--- config.mk ---
export PLATFORM = sky130hd
export DESIGN_NAME = io_port_unit
export DESIGN_NICKNAME = d
export VERILOG_FILES = /design/src/rtl/io_port_unit.sv
export SDC_FILE = /design/constraint.sdc
export NUM_CORES = 1
export LEC_CHECK = 0
export ABC_AREA = 1
export CORE_ASPECT_RATIO = 1.75
export CORE_UTILIZATION = 51
export CTS_CLUSTER_SIZE = 30
export DETAILED_ROUTE_END_ITERATION = 12
export PLACE_DENSITY = 0.93
export SLEW_MARGIN = 15
export SYNTH_ARGS = -nofsm -noshare
export SYNTH_HDL_FRONTEND = slang
export SYNTH_SLANG_ARGS = --single-unit
--- constraint.sdc ---
create_clock -name clk -period 3.8 [get_ports clk]
set_clock_uncertainty 0.2 [all_clocks]
set_input_delay 0.57 -clock clk [delete_from_list [all_inputs] [get_ports clk]]
set_output_delay 0.57 -clock clk [all_outputs]
set_load 0.02 [all_outputs]
--- src/rtl/io_port_unit.sv ---
// Memory-mapped I/O responder: one-word input holding register for loads from
// the input port and a circular FIFO feeding the output device from stores.
module io_port_unit #(
  parameter int unsigned WIDTH     = 16,
  parameter int unsigned OUT_DEPTH = 2
) (
  input  logic             clk,
  input  logic             reset,
  input  logic             in_sig,
  input  logic             out_sig,
  input  logic [WIDTH-1:0] wr_data,
  output logic [WIDTH-1:0] rd_data,
  output logic             stall,
  input  logic [WIDTH-1:0] ext_in_data,
  input  logic             ext_in_valid,
  output logic             ext_in_ready,
  output logic [WIDTH-1:0] ext_out_data,
  output logic             ext_out_valid,
  input  logic             ext_out_ready
);

  localparam int unsigned PTR_W = $clog2(OUT_DEPTH);
  localparam logic [PTR_W:0] FULL_CNT = (PTR_W + 1)'(OUT_DEPTH);

  logic             in_full_q, in_full_d;
  logic [WIDTH-1:0] in_buf_q,  in_buf_d;
  logic [PTR_W-1:0] wr_ptr_q,  wr_ptr_d;
  logic [PTR_W-1:0] rd_ptr_q,  rd_ptr_d;
  logic [PTR_W:0]   count_q,   count_d;
  logic [WIDTH-1:0] mem_q [OUT_DEPTH];

  logic in_take;
  logic in_consume;
  logic out_full;
  logic out_push;
  logic out_pop;

  // Fullness uses the registered count only, so ext_out_ready never reaches stall.
  always_comb begin
    in_take    = ext_in_valid && ext_in_ready;
    in_consume = in_sig && in_full_q;
    out_full   = (count_q == FULL_CNT);
    out_push   = out_sig && !out_full;
    out_pop    = ext_out_valid && ext_out_ready;
  end

  // Reset gating keeps the handshake and stall quiet while reset is held.
  assign ext_in_ready  = !reset && !in_full_q;
  assign ext_out_valid = (count_q != '0);
  assign ext_out_data  = mem_q[rd_ptr_q];
  assign rd_data       = in_consume ? in_buf_q : '0;
  assign stall         = !reset && ((in_sig && !in_full_q) || (out_sig && out_full));

  always_comb begin
    in_full_d = in_full_q;
    in_buf_d  = in_buf_q;
    if (in_take) begin
      in_full_d = 1'b1;
      in_buf_d  = ext_in_data;
    end else if (in_consume) begin
      in_full_d = 1'b0;
    end
  end

  always_comb begin
    wr_ptr_d = wr_ptr_q;
    rd_ptr_d = rd_ptr_q;
    count_d  = count_q;
    if (out_push) begin
      wr_ptr_d = wr_ptr_q + PTR_W'(1);
    end
    if (out_pop) begin
      rd_ptr_d = rd_ptr_q + PTR_W'(1);
    end
    case ({out_push, out_pop})
      2'b10:   count_d = count_q + (PTR_W + 1)'(1);
      2'b01:   count_d = count_q - (PTR_W + 1)'(1);
      default: count_d = count_q;
    endcase
  end

  always_ff @(posedge clk or posedge reset) begin
    if (reset) begin
      in_full_q <= 1'b0;
      in_buf_q  <= '0;
      wr_ptr_q  <= '0;
      rd_ptr_q  <= '0;
      count_q   <= '0;
    end else begin
      in_full_q <= in_full_d;
      in_buf_q  <= in_buf_d;
      wr_ptr_q  <= wr_ptr_d;
      rd_ptr_q  <= rd_ptr_d;
      count_q   <= count_d;
    end
  end

  // Storage is cleared too so ext_out_data reads zero during and after reset.
  always_ff @(posedge clk or posedge reset) begin
    if (reset) begin
      for (int unsigned i = 0; i < OUT_DEPTH; i++) begin
        mem_q[i] <= '0;
      end
    end else if (out_push) begin
      mem_q[wr_ptr_q] <= wr_data;
    end
  end

endmodule

Word-level counts from Yosys, hierarchy flattened
Index checks and enable logic that the tools add are counted.
- register bits after elaboration: 53
- RAM bits: 0
- bits of input ports: 38
- memories: 0
- logic and storage cells: 45
- latch bits: 0
- memory bits (read-only): 0
- output and inout port bits: 35
- reductions and logical operators: 16
- $mul: 0
- shift operators: 0
- eq/ne operators: 3
- $add $sub $neg: 4
- div/mod/pow operators: 0
- $lt $le $gt $ge: 3
- mux-type cells: 10
- bitwise gates (word level): 2
- operator list (cell ; number):
    16-bit two-way mux ; 5
    32-bit bitwise mux ; 1
    16-bit demux with 1-bit select ; 1
    1-bit logical AND ; 9
    2-bit nonzero test ; 3
    2-bit == test, second input constant ; 2
    2-bit >= comparator, second input constant ; 2
    1-bit inverter with 2-bit output ; 2
    2-bit case mux with 2 select lines ; 1
    1-bit zero test ; 3
    1-bit adder, second input constant ; 2
    2-bit by 1-bit adder with 2-bit output, second input constant ; 1
    2-bit by 1-bit == test with 1-bit output, second input constant ; 1
    2-bit by 1-bit less-than comparator with 1-bit output, second input constant ; 1
    1-bit two-way mux ; 2
    2-bit by 1-bit subtractor with 2-bit output, second input constant ; 1
    1-bit logical OR ; 1

Depth between registers and ports, before layout
- word-level depth: 6
- gate-level depth with buffers: 10
- depth with buffers taken out: 10

Worst setup path before layout
OpenSTA, ideal clock, no wires.
- path type: input port to output port
- start: input port reset
- end: output port stall
- buffers on the path: 0
- arrival: 2.301 ns
- data required time: 3.030 ns
- stages: 3
- path slack: 0.729 ns
- path through: inv_1 -> nand2_1 -> o21ai_0
- longest elaborated chain between the ends: 2
- RTL lines (element ; RTL line ; RTL):
    from (decl) ; 8 ; input logic reset,
    1-bit zero test (no line) ; - ;
    1-bit logical AND ; 52 ; assign stall = !reset && ((in_sig && !in_full_q) || (out_sig && out_full));
    to (decl) ; 13 ; output logic stall,
No other way between the ends.

Worst setup path after layout
- start: input port in_sig
- end: output port rd_data[5]
- longest elaborated chain between the ends: 2
- RTL lines (element ; RTL line ; RTL):
    from (decl) ; 9 ; input logic in_sig,
    1-bit logical AND ; 41 ; in_consume = in_sig && in_full_q;
    16-bit two-way mux ; 51 ; assign rd_data = in_consume ? in_buf_q : '0;
    to (decl) ; 12 ; output logic [WIDTH-1:0] rd_data,
No other way between the ends.

==> impl_metrics.csv <==
group,metric,value,unit
floorplanning,die_y,96.64,um
worst_setup_path,critical_path_arrival,2.20,ns
sta,finalSetupViolCount,0,
yosys,synth.area.top_cells,"dfrtp_1 (51%), nand2_1 (23%), nand4_1 (7.9%)",
yosys,synth_edf_count,0,
clocking,ctsResizeCount,0,
yosys,ys_seq_area_share,50.81,%
route,wl_per_cell,13.30,um
yosys,ys_async_sr_fraction,100.0,%
sta,period_minus_slack,2.966,ns
sta,finalSetupTns,0,ns
worst_setup_path,cp-end-kind,"output pin",
global_route,grt_pass1_wl,10360,um
route,vias,2373,
sta,relSlewSlack,51.39,%
floorplanning,initial_core_util,52.89,%
pwr,vdd.ir_drop.worst,724.5,uV
clocking,cts_root_buffer,"clkbuf_8",
worst_setup_path,startpoint_type,"primary input",
route,drtIter0Drc,173,
cells_and_area,drive_above_1_share,5.051,%
place,place_congestion,0.7600,
yosys,synth_area_per_cell,7.861,sq um
sta,fmax,0.3372,GHz
cells_and_area,diodes,0,
global_route,grt_pass1_vias,2370,
worst_setup_path,crit_top_cell,"clkdlybuf4s50_1",
clocking,cts_made_buffers,5,
yosys,yosys-top-cells-count,"nand2_1 (158), dfrtp_1 (53), nand4_1 (33)",
route,drt-total-wl,5983,um
sta,rsz0062_at_grt,"no",
clocking,cts_tree,"done",
worst_setup_path,path_class,"primary input to output pin",
yosys,synth_ff_type,"dfrtp_1",
yosys,synth_most_common_cell,"nand2_1",
place,place_hpwl,4173,um
route,dr.pass1.iters,4,
hold_path,min_path_type,"register to register",
global_route,gr-total-overflow,0,
global_route,track_usage,23.63,%
floorplanning,fp.coreArea,0.004935,sq mm
pwr,p_leak,1.748,nW
floorplanning,io_pins,73,
sta,worstMarginPinSlew,0.7291,ns
worst_setup_path,cp_slowest_cell,"clkdlybuf4s50_1",
cells_and_area,fin_nets,434,
floorplanning,fp.dieW,56.08,um
clocking,clock_sinks,53,
sta,post-route-period-util,78.05,%
worst_setup_path,required,3.03,ns
cells_and_area,area_delta_synth_final,29.87,%
yosys,synth_warnings,0,
clocking,ctsLongestPathBuffers,2,
clocking,clk_pin_slew,0.09,ns
worst_setup_path,path_cells,"clkdlybuf4s50_1 -> nand2_1 -> nor2_1 -> clkdlybuf4s50_1",
worst_setup_path,path_max_fanout,16,
sta,drv_slew,0,
clocking,cts_htree_levels,2,
clocking,ctsHoldBuffers,0,
route,postRouteAntennaNets,0,
yosys,synth_nets,371,
hold_path,min_path_cells,2,
flow_run,drv_cap,0,
yosys,synthDominantCellAreaShare,50.81,%
clocking,clk_latency,0.29,ns
yosys,synth-seq-cells,53,
worst_setup_path,rrSetupSlack,1.92,ns
sta,fin_ws,0.8340,ns
route,drc_errors,0,
yosys,synth_top_area_cell,"dfrtp_1",
global_route,antenna_found_initial,0,
global_route,grt_max_degree,54,
route,vias_per_cell,5.273,
yosys,syn_area,0.002610,sq mm
clocking,cts_setup_buffers,0,
status,status,"complete, no violations",
place,place_worst_setup_slack,0.8351,ns
worst_setup_path,r2r_cells,4,
floorplanning,die_area,0.005419,sq mm
worst_setup_path,slowest_delay,0.62,ns
floorplanning,rows,34,
sta,finalHoldViolCount,0,
yosys,netlist_instances,332,
yosys,synth.distinct_cells,17,
pwr,p_per_area,713.8,mW/mm^2
place,io_buffers,72,
-- sequential cells by signal, indices dropped and copies added, names as in the netlist --
register	cells
mem_q	32
in_buf_q	16
count_q	2
in_full_q	1
rd_ptr_q	1
wr_ptr_q	1
-- stage by stage --
stage / hold slack, ns / power [mW] / cell area (sq um) / utilization [%] / std cells
final: 0.2779 / 2.419 / 3390 / 68.69 / 450
after CTS: 0.2801 / 2.435 / 3390 / 68.69 / 450
after global routing: 0.2966 / 2.594 / 3390 / 68.69 / 450
after global placement: 0.2529 / 2.045 / 3288 / 66.63 / 442
after detailed placement: 0.2585 / 2.092 / 3288 / 66.63 / 442
after floorplan: 0.2417 / 1.684 / 2610 / - / 332
-- report_power, final --
part | internal, mW | switching [mW] | leakage [nW]
clock | 0.165 | 0.173 | 0.0542
sequential | 0.780 | 0.152 | 0.657
combinational | 0.463 | 0.686 | 1.04
-- worst max-delay path: cells and delay by family --
kind	cells	cell delay, ns
buffers and inverters	2	1.12
and+or+nand+nor	2	0.51
-- layout make-up --
type / count / area, sq um
Multi-Input combinational cell: 234 / 1050
Clock inverter: 1 / 5.005
Clock buffer: 7 / 96.34
Sequential cell: 53 / 1326
Tap cell: 54 / 67.56
Fill cell: 385 / 1545
Timing Repair Buffer: 76 / 750.7
Inverter: 25 / 93.84
-- per-layer routing --
layer | global-route usage (%) | wire [um] | vias to the layer above
li1 | - | - | 1173
met1 | 27.77 | 2402 | 1101
met2 | 42.58 | 3214 | 91
met3 | 3.342 | 309 | 8
met4 | 9.006 | 57 | 0
met5 | 0 | 0 | -
-- cell usage in the layout (no fill, tap or decap), drive strengths merged --
cell           instances
xnor2                  1
clkinv                 2
ha                     1
nand3                 20
buf                    4
clkdlybuf4s50         72
nor2                  17
inv                   24
nand4                 33
clkbuf                 7
nand2                160
dfrtp                 53
o21ai                  2
-- worst paths after layout --
kind	from	endpoint
setup / recovery	in_sig	rd_data[5]
hold / removal	mem_q[21]	mem_q[21]
setup reg to reg	wr_ptr_q	mem_q[22]
hold reg to reg	mem_q[21]	mem_q[21]
max in group asynchronous	reset	mem_q[9]
min in group asynchronous	reset	mem_q[21]
-- kinds of logic (layout without fill, tap and decap cells) --
kind of cell	after synthesis	count (layout)	synth area share [%]
fa+ha+maj	1	1	0.4793
xor+xnor	1	1	0.3356
compound gates	2	2	0.3835
simple gates	230	230	39.02
buf+inv	45	109	8.964
flops	53	53	50.81
No activity file was read; power rests on OpenSTA's default activity.
